`config.mk`:
```
export PLATFORM = sky130hd
export DESIGN_NAME = reg_file_sb
export DESIGN_NICKNAME = d
export VERILOG_FILES = /design/src/rtl/reg_file_sb.sv
export SDC_FILE = /design/constraint.sdc
export NUM_CORES = 1
export LEC_CHECK = 0
export ABC_AREA = 1
export CORE_ASPECT_RATIO = 2
export CORE_MARGIN = 3
export CORE_UTILIZATION = 60
export CTS_CLUSTER_DIAMETER = 50
export DETAILED_ROUTE_END_ITERATION = 6
export PLACE_DENSITY_LB_ADDON = 0.12
export SLEW_MARGIN = 20
export SYNTH_ARGS = -nofsm -noshare
export SYNTH_HDL_FRONTEND = slang
export SYNTH_SLANG_ARGS = --single-unit
```
`constraint.sdc`:
```
create_clock -name clk -period 5 [get_ports clk]
set_clock_uncertainty 0.15 [all_clocks]
set_input_delay 0.5 -clock clk [delete_from_list [all_inputs] [get_ports clk]]
set_output_delay 0.5 -clock clk [all_outputs]
set_load 0.005 [all_outputs]
```
`src/rtl/reg_file_sb.sv`:
```
// reg_file_sb: multi-port register file with a per-register scoreboard
// (busy) bit and a sequential whole-file clear engine.
//
// Port priority: write port 1 beats write port 0 on an address collision.
// An issue (busy set) beats a write-back (busy clear) on the same register.
// While the clear engine runs, every write, issue and clear request is
// dropped, and reads see stored contents only, with no write bypass.
// clr_busy is the registered image of the clear FSM state, so it is high
// exactly while the FSM sits in CLEAR.
module reg_file_sb #(
    parameter int DATA_W   = 16,
    parameter int ADDR_W   = 3,
    parameter int ZERO_REG = 1
) (
    input  logic              clk,
    input  logic              rst,
    input  logic              wr0_en,
    input  logic [ADDR_W-1:0] wr0_addr,
    input  logic [DATA_W-1:0] wr0_data,
    input  logic              wr1_en,
    input  logic [ADDR_W-1:0] wr1_addr,
    input  logic [DATA_W-1:0] wr1_data,
    input  logic [ADDR_W-1:0] rd0_addr,
    output logic [DATA_W-1:0] rd0_data,
    output logic              rd0_busy,
    input  logic [ADDR_W-1:0] rd1_addr,
    output logic [DATA_W-1:0] rd1_data,
    output logic              rd1_busy,
    input  logic              iss_en,
    input  logic [ADDR_W-1:0] iss_addr,
    input  logic              clr_req,
    output logic              clr_busy
);

    localparam int DEPTH = 2 ** ADDR_W;

    typedef enum logic {
        ST_IDLE  = 1'b0,
        ST_CLEAR = 1'b1
    } state_t;

    state_t            state_q;
    logic [ADDR_W-1:0] cnt_q;
    logic              clr_busy_q;
    logic [DATA_W-1:0] regs_q [DEPTH];
    logic [DEPTH-1:0]  busy_q;
    logic [DEPTH-1:0]  busy_d;

    logic idle;
    logic wr0_ok;
    logic wr1_ok;
    logic iss_ok;

    // Address 0 is a hardwired zero register only when ZERO_REG is set.
    function automatic logic is_zero_reg(input logic [ADDR_W-1:0] a);
        return (ZERO_REG != 0) && (a == '0);
    endfunction

    // Qualified requests: only honoured in IDLE and never to the zero register.
    assign idle   = (state_q == ST_IDLE);
    assign wr0_ok = idle && wr0_en && !is_zero_reg(wr0_addr);
    assign wr1_ok = idle && wr1_en && !is_zero_reg(wr1_addr);
    assign iss_ok = idle && iss_en && !is_zero_reg(iss_addr);

    // Read port 0: zero register, then same-cycle write bypass (wr1 first), then storage.
    always_comb begin
        rd0_data = regs_q[rd0_addr];
        if (is_zero_reg(rd0_addr)) begin
            rd0_data = '0;
        end else if (wr1_ok && (wr1_addr == rd0_addr)) begin
            rd0_data = wr1_data;
        end else if (wr0_ok && (wr0_addr == rd0_addr)) begin
            rd0_data = wr0_data;
        end
    end

    // Read port 1: same selection as port 0.
    always_comb begin
        rd1_data = regs_q[rd1_addr];
        if (is_zero_reg(rd1_addr)) begin
            rd1_data = '0;
        end else if (wr1_ok && (wr1_addr == rd1_addr)) begin
            rd1_data = wr1_data;
        end else if (wr0_ok && (wr0_addr == rd1_addr)) begin
            rd1_data = wr0_data;
        end
    end

    // Busy flags come straight from storage; no bypass of issue or write-back.
    assign rd0_busy = busy_q[rd0_addr] && !is_zero_reg(rd0_addr);
    assign rd1_busy = busy_q[rd1_addr] && !is_zero_reg(rd1_addr);
    assign clr_busy = clr_busy_q;

    // Scoreboard next state: clear engine zeroes its entry, else write-backs clear and issue sets last.
    always_comb begin
        busy_d = busy_q;
        if (state_q == ST_CLEAR) begin
            busy_d[cnt_q] = 1'b0;
        end else begin
            if (wr0_ok) busy_d[wr0_addr] = 1'b0;
            if (wr1_ok) busy_d[wr1_addr] = 1'b0;
            if (iss_ok) busy_d[iss_addr] = 1'b1;
        end
    end

    // Scoreboard storage.
    always_ff @(posedge clk or posedge rst) begin
        if (rst) begin
            busy_q <= '0;
        end else begin
            busy_q <= busy_d;
        end
    end

    // Register storage: clear engine zeroes one entry per cycle, otherwise wr1 wins over wr0.
    always_ff @(posedge clk or posedge rst) begin
        if (rst) begin
            for (int i = 0; i < DEPTH; i++) begin
                regs_q[i] <= '0;
            end
        end else begin
            for (int i = 0; i < DEPTH; i++) begin
                if (state_q == ST_CLEAR) begin
                    if (cnt_q == ADDR_W'(i)) begin
                        regs_q[i] <= '0;
                    end
                end else if (wr1_ok && (wr1_addr == ADDR_W'(i))) begin
                    regs_q[i] <= wr1_data;
                end else if (wr0_ok && (wr0_addr == ADDR_W'(i))) begin
                    regs_q[i] <= wr0_data;
                end
            end
        end
    end

    // Clear FSM: IDLE -> CLEAR on request, walk the counter over every entry, return after the last one.
    always_ff @(posedge clk or posedge rst) begin
        if (rst) begin
            state_q    <= ST_IDLE;
            cnt_q      <= '0;
            clr_busy_q <= 1'b0;
        end else begin
            case (state_q)
                ST_IDLE: begin
                    if (clr_req) begin
                        state_q    <= ST_CLEAR;
                        cnt_q      <= '0;
                        clr_busy_q <= 1'b1;
                    end
                end
                ST_CLEAR: begin
                    if (cnt_q == {ADDR_W{1'b1}}) begin
                        state_q    <= ST_IDLE;
                        cnt_q      <= '0;
                        clr_busy_q <= 1'b0;
                    end else begin
                        cnt_q <= cnt_q + 1'b1;
                    end
                end
                default: begin
                    state_q    <= ST_IDLE;
                    cnt_q      <= '0;
                    clr_busy_q <= 1'b0;
                end
            endcase
        end
    end

endmodule
```
==> impl_metrics.env, run 1 <==
export IMPL_drv_slew=0
export IMPL_ys_seq_area_frac=0.315
export IMPL_yosys_register_bits=141
export IMPL_place_area_mm2=0.0120
export IMPL_async_flop_share=1.00
export IMPL_grt_pass1_wl_um=63300
export IMPL_die_w_um=103
export IMPL_cpPeakStageDelay_ps=690
export IMPL_dpl_hpwl_um=27700
export IMPL_worstReg2RegStart="state_q$_DFF_PP0_"
export IMPL_cts_hold_buf=0
export IMPL_clk_latency_ps=420
export IMPL_critical_path_arrival_ps=3290
export IMPL_final_cell_mix="589 x nand2_1, 270 x nor2_1, 182 x inv_1"
export IMPL_grt_use_total=0.406
export IMPL_core_area_mm2=0.0183
export IMPL_p_leak_nw=6.52
export IMPL_crit_type="in2out"
export IMPL_vdd_drop_max_v=0.000412
export IMPL_post_cts_resized=0
export IMPL_status="finished with violations"
export IMPL_ant_nets=0
export IMPL_path_depth=11
export IMPL_slowest_stage="clkdlybuf4s50_1"
export IMPL_dieArea_mm2=0.0205
export IMPL_cts_made_buffers=17
export IMPL_place_ws_ps=1110
export IMPL_hold_path_class="reg2reg"
export IMPL_report_final_setup_viol=0
export IMPL_rrSetupSlack_ps=2080
export IMPL_cap_violations=0
export IMPL_holdPathEnd="busy_q[5]$_DFF_PP0_"
export IMPL_io_buffers=87
export IMPL_timing_fmax_mhz=254
export IMPL_antenna_found_initial=1
export IMPL_fin_setup_tns_ps=0
export IMPL_final_cell_area_mm2=0.0126
export IMPL_relSlewSlack=0.304
export IMPL_drc=10
export IMPL_cts_sinks=141
export IMPL_drive_above_1_share=0.0720
export IMPL_path_cells="clkdlybuf4s50_1, nor2_2, nand2_1, nand2_1, nor2_2, nand2_1, inv_2, nor2_1, nor2_1, nor2_1, clkdlybuf4s50_1"
export IMPL_htree_levels=4
export IMPL_hold_viol_final=0
export IMPL_grt_max_degree=108
export IMPL_drtIter0Drc=1373
export IMPL_start_util=0.612
export IMPL_tightest_slew_ps=1040
export IMPL_root_buffer="clkbuf_16"
export IMPL_place_congestion=1.02
export IMPL_firstDrtPassIters=7
export IMPL_period_minus_slack_ps=3940
export IMPL_synth_avg_cell_area_um2=6.07
export IMPL_synth_edf_count=0
export IMPL_grt_overflow=0
export IMPL_worstHoldStart="busy_q[5]$_DFF_PP0_"
export IMPL_yosys_cell_types_count=40
export IMPL_wirelength_um=41000
export IMPL_setup_worst_path_end_class="primary output"
export IMPL_dp_cells=2059
export IMPL_finalPower_w=0.00553
export IMPL_yosysWarnings=0
export IMPL_path_clk_slew_ps=60
export IMPL_reg2reg_depth=8
export IMPL_wl_per_cell_um=19.6
export IMPL_fillers=1724
export IMPL_placementRows=70
export IMPL_period_share=0.787
export IMPL_cts_tree="done"
export IMPL_area_growth_pct=12.6
export IMPL_cp_max_fo=17
export IMPL_min_path_cells=2
export IMPL_dieHeight_um=199
export IMPL_cts_buffer_depth=2
export IMPL_cp_start_kind="primary input"
export IMPL_fin_nets=1921
export IMPL_vias_per_cell=6.00
export IMPL_cp_num_buf_inv=3
export IMPL_final_common_cell="nand2_1"
export IMPL_syn_area_mm2=0.0112
export IMPL_rsz0062_at_grt="no"
export IMPL_syn_nets=1906
export IMPL_grt_pass1_vias=11500
export IMPL_crit_family="buffers and inverters"
export IMPL_r2r_end="regs_q[5]$_DFFE_PP0P_"
export IMPL_vias=12600
export IMPL_syn_inst=1847
export IMPL_violations="design-rule violations"
export IMPL_setup_slack_ps=1060
export IMPL_power_density_mw_per_mm2=438
export IMPL_cp_startpoint="wr0_addr[2]"
export IMPL_final_cells=2092
export IMPL_ys_flop_type="dfrtp_1"
export IMPL_worstPathRequired_ps=4350
export IMPL_ios=88
export IMPL_post_cts_buffers=0
==> kinds of logic after synthesis <==
family                     count (synthesis)  share of synthesized area
and+or+nand+nor                         1051                      0.389
AOI/OAI and AO/OA                        331                      0.170
buffers and inverters                    311                      0.114
DFF                                      141                      0.315
xor gates and xnor gates                   7                    0.00614
adders and majority gates                  6                    0.00670
==> sequential cells by signal, indices dropped and copies added, names as in the netlist <==
register,cells
clr_busy,1
state_q,1
cnt_q,3
regs_q,128
busy_q,8
==> metal layers <==
layer / vias up / global-route usage / wire (µm)
met5: - / 0 / 0
met4: 0 / 0.208 / 2110
met3: 166 / 0.0639 / 4560
met2: 808 / 0.636 / 19200
met1: 5691 / 0.537 / 15200
li1: 5889 / - / -
==> power breakdown <==
group | switching, W | internal, W | leakage (nW) | total [W]
combinational | 0.00169 | 0.000793 | 4.30 | 0.00248
clock | 0.000525 | 0.000847 | 0.293 | 0.00137
sequential | 0.000227 | 0.00145 | 1.93 | 0.00167
==> cell usage after synthesis (8+ instances only) <==
| cell type | instances | share of area |
|---|---|---|
| a21oi_1 | 40 | 0.018 |
| buf_1 | 15 | 0.0050 |
| buf_2 | 49 | 0.022 |
| clkbuf_1 | 44 | 0.015 |
| dfrtp_1 | 141 | 0.31 |
| inv_1 | 183 | 0.061 |
| inv_2 | 8 | 0.0027 |
| nand2_1 | 589 | 0.20 |
| nand3_1 | 125 | 0.056 |
| nand4_1 | 23 | 0.013 |
| nor2_1 | 270 | 0.090 |
| o211ai_1 | 18 | 0.012 |
| o21ai_0 | 175 | 0.078 |
| o21ai_1 | 56 | 0.025 |
| o22ai_1 | 13 | 0.0073 |
| o22ai_2 | 20 | 0.022 |
| or2_2 | 16 | 0.0089 |
==> cell type report <==
class	instances	area [µm²]	area share
diodes	1	2.50	0.000198
clock buffers	21	450	0.0357
flip-flops and latches	141	3530	0.280
inverters	192	728	0.0577
clock inverters	11	166	0.0132
repair buffers	115	1070	0.0845
multi-input cells	1395	6410	0.508
well taps	216	270	0.0214
==> worst max path at each step <==
| stage | endpoint |
|---|---|
| after floorplan | busy_q[0]$_DFF_PP0_ |
| after global placement | rd1_data[12] |
| after detailed placement | rd1_data[13] |
| after CTS | rd1_data[13] |
| after global routing | rd1_data[13] |
| final | rd1_data[13] |
==> through the flow <==
| step | utilization | hold slack (ps) |
|---|---|---|
| finish | 0.689 | 341 |
| global placement | 0.656 | 317 |
| CTS | 0.689 | 336 |
| floorplan | - | 299 |
| global route | 0.689 | 365 |
| detailed placement | 0.656 | 320 |
==> tightest hold or removal path, stage by stage (launching register included) <==
cell,delay [ps]
dfrtp_1,340
nand2_1,50
o21ai_0,60
Note: power is estimated with default switching activity, not from simulation.
==> run 2: changes to the inputs <==
--- a/config.mk
+++ b/config.mk
@@ -8,7 +8,7 @@
 export ABC_AREA = 1
 export CORE_ASPECT_RATIO = 2
 export CORE_MARGIN = 3
-export CORE_UTILIZATION = 60
+export CORE_UTILIZATION = 54
 export CTS_CLUSTER_DIAMETER = 50
 export DETAILED_ROUTE_END_ITERATION = 6
 export PLACE_DENSITY_LB_ADDON = 0.12
==> constraint.sdc (replaced) <==
create_clock -name clk -period 3.49 [get_ports clk]
set_clock_uncertainty 0.15 [all_clocks]
set_input_delay 0.349 -clock clk [delete_from_list [all_inputs] [get_ports clk]]
set_output_delay 0.349 -clock clk [all_outputs]
set_load 0.005 [all_outputs]
==> run 2 against run 1 <==
Net effect:
- the flow now finishes without violations
- combinational power rose by 43%
- routed wire length is 3.2% higher
- register-to-register slack lost 1200 ps
- sequential share of layout area down 0.60 points
- count of clock-buffer cells in the layout down 3
- cell count rose by 3.5%
- worst setup slack got worse by 850 ps
- critical path type unchanged
- largest power group unchanged
==> impl_metrics.env, run 2 (synthesis gave the netlist of run 1 again) <==
export IMPL_rsz0062_at_grt="no"
export IMPL_dieHeight_um=210
export IMPL_hold_viol_final=0
export IMPL_htree_levels=4
export IMPL_place_congestion=0.994
export IMPL_largest_reg_flops=128
export IMPL_cap_violations=0
export IMPL_io_buffers=87
export IMPL_fin_util=0.630
export IMPL_cts_sinks=141
export IMPL_worstPathRequired_ps=2990
export IMPL_vdd_drop_max_v=0.000543
export IMPL_hold_path_class="in2async"
export IMPL_holdWs_ps=208
export IMPL_core_area_mm2=0.0205
export IMPL_wirelength_um=42300
export IMPL_grt_pass1_vias=11800
export IMPL_timing_fmax_mhz=305
export IMPL_grt_overflow=0
export IMPL_tightest_slew_ps=839
export IMPL_firstDrtPassIters=6
export IMPL_top_regs="regs_q: 128 flops, busy_q: 8 flops, cnt_q: 3 flops"
export IMPL_ios=88
export IMPL_area_growth_pct=15.0
export IMPL_start_util=0.548
export IMPL_status="completed"
export IMPL_period_share=0.940
export IMPL_ant_nets=0
export IMPL_period_minus_slack_ps=3280
export IMPL_post_cts_buffers=0
export IMPL_grt_pass1_wl_um=66300
export IMPL_cts_hold_buf=0
export IMPL_cts_made_buffers=17
export IMPL_wl_per_cell_um=19.5
export IMPL_grt_use_total=0.381
export IMPL_dieArea_mm2=0.0226
export IMPL_drv_slew=0
export IMPL_final_cell_mix="589 x nand2_1, 270 x nor2_1, 182 x inv_1"
export IMPL_dpl_hpwl_um=29500
export IMPL_top_register="regs_q"
export IMPL_setup_worst_path_end_class="primary output"
export IMPL_antenna_found_initial=0
export IMPL_crit_type="in2out"
export IMPL_final_common_cell="nand2_1"
export IMPL_relSlewSlack=0.440
export IMPL_die_w_um=108
export IMPL_drtIter0Drc=1330
export IMPL_fin_nets=1946
export IMPL_placementRows=74
export IMPL_path_clk_slew_ps=60
export IMPL_cp_max_fo=16
export IMPL_num_antenna_cells=0
export IMPL_cp_start_kind="primary input"
export IMPL_vias_per_cell=5.76
export IMPL_cts_buffer_depth=2
export IMPL_root_buffer="clkbuf_16"
export IMPL_clk_latency_ps=450
export IMPL_fin_setup_tns_ps=0
export IMPL_power_density_mw_per_mm2=603
export IMPL_reg2reg_depth=8
export IMPL_p_leak_nw=6.64
export IMPL_drc=0
export IMPL_post_cts_resized=0
export IMPL_vias=12500
export IMPL_critical_path_arrival_ps=2780
export IMPL_cts_tree="done"
export IMPL_report_final_setup_viol=0
export IMPL_grt_max_degree=75
export IMPL_drive_above_1_share=0.0858
## run 2: cell types whose count changed in the layout (fill, tap and decap cells not counted)
cell        before  now
inv_6            1    2
clkinv_2         3    4
clkinvlp_4       3    6
diode_2          1    0
bufinv_16        4    2
buf_4           28   48
clkbuf_1         3    0
buf_12           0    5
## run 2: report_power, final
group | internal [W] | total (W) | switching (W)
sequential | 0.00207 | 0.00240 | 0.000322
clock | 0.00107 | 0.00185 | 0.000778
combinational | 0.00116 | 0.00354 | 0.00238
total | 0.00430 | 0.00778 | 0.00348
## run 2: final timing paths
check	from	endpoint	slack [ps]
max in group asynchronous	rst	regs_q[43]$_DFFE_PP0P_	2120
worst min-delay path	rst	regs_q[50]$_DFFE_PP0P_	210
worst max-delay path	wr0_addr[2]	rd0_data[10]	210
worst min register to register	regs_q[114]$_DFFE_PP0P_	regs_q[114]$_DFFE_PP0P_	330
min in group clk	regs_q[114]$_DFFE_PP0P_	regs_q[114]$_DFFE_PP0P_	330
worst max register to register	state_q$_DFF_PP0_	regs_q[13]$_DFFE_PP0P_	930
## run 2: area by class of cell
cell class / count / area, µm²
Clock inverter: 14 / 144
Tap cell: 266 / 333
Timing Repair Buffer: 140 / 1320
Fill cell: 2027 / 7570
Sequential cell: 141 / 3530
Multi-Input combinational cell: 1395 / 6410
Clock buffer: 18 / 439
Inverter: 192 / 727
## run 2: worst max-delay path, cell delays in order
cell,delay (ps)
clkdlybuf4s50_1,540
xnor2_2,670
nand3_4,350
nand2_1,150
nor2_1,50
nor2_1,160
nor2_1,60
clkdlybuf4s50_1,440
## run 2: metrics by stage
step	area [µm²]	total power (W)	instances	setup slack, ps
2_1_floorplan	11200	0.00475	1847	1230
3_3_place_gp	12300	0.00581	2134	280
5_1_grt	12900	0.00825	2166	51.4
3_5_place_dp	12300	0.00587	2134	238
6_report	12900	0.00778	2166	210
4_1_cts	12900	0.00773	2166	243
## run 2: routing by layer
layer,part of all wire,vias to the layer above,GRT usage
met2,0.48,665,0.615
met5,0,-,0
met3,0.091,137,0.0723
li1,-,5924,-
met4,0.042,0,0.182
met1,0.39,5755,0.487
==> run 3: changes to the inputs <==
--- a/config.mk
+++ b/config.mk
@@ -11,7 +11,7 @@
 export CORE_UTILIZATION = 54
 export CTS_CLUSTER_DIAMETER = 50
 export DETAILED_ROUTE_END_ITERATION = 6
-export PLACE_DENSITY_LB_ADDON = 0.12
+export PLACE_DENSITY = 0.85
 export SLEW_MARGIN = 20
 export SYNTH_ARGS = -nofsm -noshare
 export SYNTH_HDL_FRONTEND = slang
==> run 3 against run 2 <==
Net effect:
- power increased by 0.67%
- die area unchanged
- flip-flop and latch count stayed put
- non-clock buffer count down 2
- sequential share of layout area shrank 0.11 points
- first-iteration DRC count down 4.4%
- largest power group unchanged
- cell area rose by 0.40%
- hold slack gained 34 ps
- count of clock-buffer cells in the layout up 1
- critical path depth is 3 higher
- combinational power about the same
==> impl_metrics.env, run 3 (synthesis gave the netlist of run 1 again) <==
export IMPL_rsz0062_at_grt="no"
export IMPL_drc=0
export IMPL_dp_cells=2132
export IMPL_period_share=0.955
export IMPL_fillers=1940
export IMPL_drtIter0Drc=1272
export IMPL_relSlewSlack=0.408
export IMPL_p_leak_nw=6.67
export IMPL_crit_type="in2out"
export IMPL_report_final_setup_viol=0
export IMPL_grt_pass1_vias=11900
export IMPL_ant_nets=0
export IMPL_wl_per_cell_um=18.7
export IMPL_cp_max_fo=24
export IMPL_cts_hold_buf=0
export IMPL_setup_slack_ps=156
export IMPL_hold_path_class="in2async"
export IMPL_seqCellArea_mm2=0.00353
export IMPL_top_register="regs_q"
export IMPL_final_cells=2164
export IMPL_power_density_mw_per_mm2=605
export IMPL_antenna_found_initial=0
export IMPL_cts_made_buffers=17
export IMPL_dieHeight_um=210
export IMPL_post_cts_resized=0
export IMPL_io_buffers=87
export IMPL_cts_buffer_depth=2
export IMPL_hold_viol_final=0
export IMPL_grt_max_degree=55
export IMPL_dpl_hpwl_um=28300
export IMPL_clk_latency_ps=440
export IMPL_wirelength_um=40500
export IMPL_status="completed"
export IMPL_vias=12700
export IMPL_num_antenna_cells=0
export IMPL_fin_setup_tns_ps=0
export IMPL_cap_violations=0
export IMPL_area_growth_pct=15.5
export IMPL_period_minus_slack_ps=3330
export IMPL_placementRows=74
export IMPL_final_common_cell="nand2_1"
export IMPL_post_cts_buffers=0
export IMPL_htree_levels=4
export IMPL_grt_use_total=0.360
export IMPL_grt_overflow=0
export IMPL_fin_util=0.633
export IMPL_place_ws_ps=102
export IMPL_cts_sinks=141
export IMPL_timing_fmax_mhz=300
export IMPL_tightest_slew_ps=887
export IMPL_critical_path_arrival_ps=2840
export IMPL_path_clk_slew_ps=60
export IMPL_root_buffer="clkbuf_16"
export IMPL_setup_worst_path_end_class="primary output"
export IMPL_drive_above_1_share=0.0843
export IMPL_place_congestion=0.997
export IMPL_fin_nets=1944
export IMPL_drv_slew=0
export IMPL_largest_reg_flops=128
export IMPL_die_w_um=108
export IMPL_vias_per_cell=5.85
export IMPL_ios=88
export IMPL_grt_pass1_wl_um=63400
export IMPL_start_util=0.548
export IMPL_final_cell_mix="589 x nand2_1, 270 x nor2_1, 182 x inv_1"
export IMPL_core_area_mm2=0.0205
export IMPL_firstDrtPassIters=6
export IMPL_vdd_drop_max_v=0.000817
export IMPL_cts_tree="done"
export IMPL_multi_input_area_mm2=0.00642
export IMPL_top_regs="regs_q: 128 flops, busy_q: 8 flops, cnt_q: 3 flops"
export IMPL_cp_start_kind="primary input"
export IMPL_worstPathRequired_ps=2990
export IMPL_dieArea_mm2=0.0226
[run 3: worst paths after layout]
path / start / to / slack, ps / depth (start not counted)
max: wr1_addr[1] / rd1_data[8] / 160 / 11
max in group asynchronous: rst / cnt_q[0]$_DFFE_PP0P_ / 2110 / 4
max reg2reg: state_q$_DFF_PP0_ / regs_q[13]$_DFFE_PP0P_ / 910 / 8
min reg2reg: regs_q[119]$_DFFE_PP0P_ / regs_q[119]$_DFFE_PP0P_ / 330 / 2
min: rst / regs_q[34]$_DFFE_PP0P_ / 240 / 2
min in group clk: regs_q[119]$_DFFE_PP0P_ / regs_q[119]$_DFFE_PP0P_ / 330 / 2
[run 3: power breakdown]
group / switching, W / total, W / internal [W]
clock network: 0.000760 / 0.00190 / 0.00115
registers: 0.000325 / 0.00240 / 0.00207
logic: 0.00237 / 0.00353 / 0.00116
[run 3: cell type report]
cell class | instances | share of cell area
clock buffer | 19 | 0.0342
clock inverter | 13 | 0.0126
inverter | 192 | 0.0562
multi-input combinational | 1395 | 0.496
sequential | 141 | 0.273
tap | 266 | 0.0257
timing repair buffer | 138 | 0.102
[run 3: routing by layer]
| layer | GRT usage | wire length (µm) | part of all wire | vias to the layer above |
|---|---|---|---|---|
| li1 | - | - | - | 5920 |
| met1 | 0.464 | 15000 | 0.37 | 5786 |
| met2 | 0.574 | 19400 | 0.48 | 794 |
| met3 | 0.0517 | 4020 | 0.099 | 157 |
| met4 | 0.204 | 2010 | 0.050 | 0 |
| met5 | 0 | 0 | 0 | - |
[run 3: critical path, cell delays in order]
cell	delay [ps]
clkdlybuf4s50_1	630
inv_1	150
nand2_1	80
nand2_1	50
nor2_1	150
nand3_1	340
buf_12	290
nand2_1	70
nor2_1	40
nor2_1	150
clkdlybuf4s50_1	530
[run 3: per-stage QoR]
| step | hold slack, ps | cell area (µm²) | power, W |
|---|---|---|---|
| 6_report | 242 | 12900 | 0.00783 |
| 5_1_grt | 304 | 12900 | 0.00831 |
| 4_1_cts | 263 | 12900 | 0.00776 |
| 3_5_place_dp | 320 | 12300 | 0.00583 |
| 3_3_place_gp | 318 | 12300 | 0.00576 |
| 2_1_floorplan | 299 | 11200 | 0.00475 |
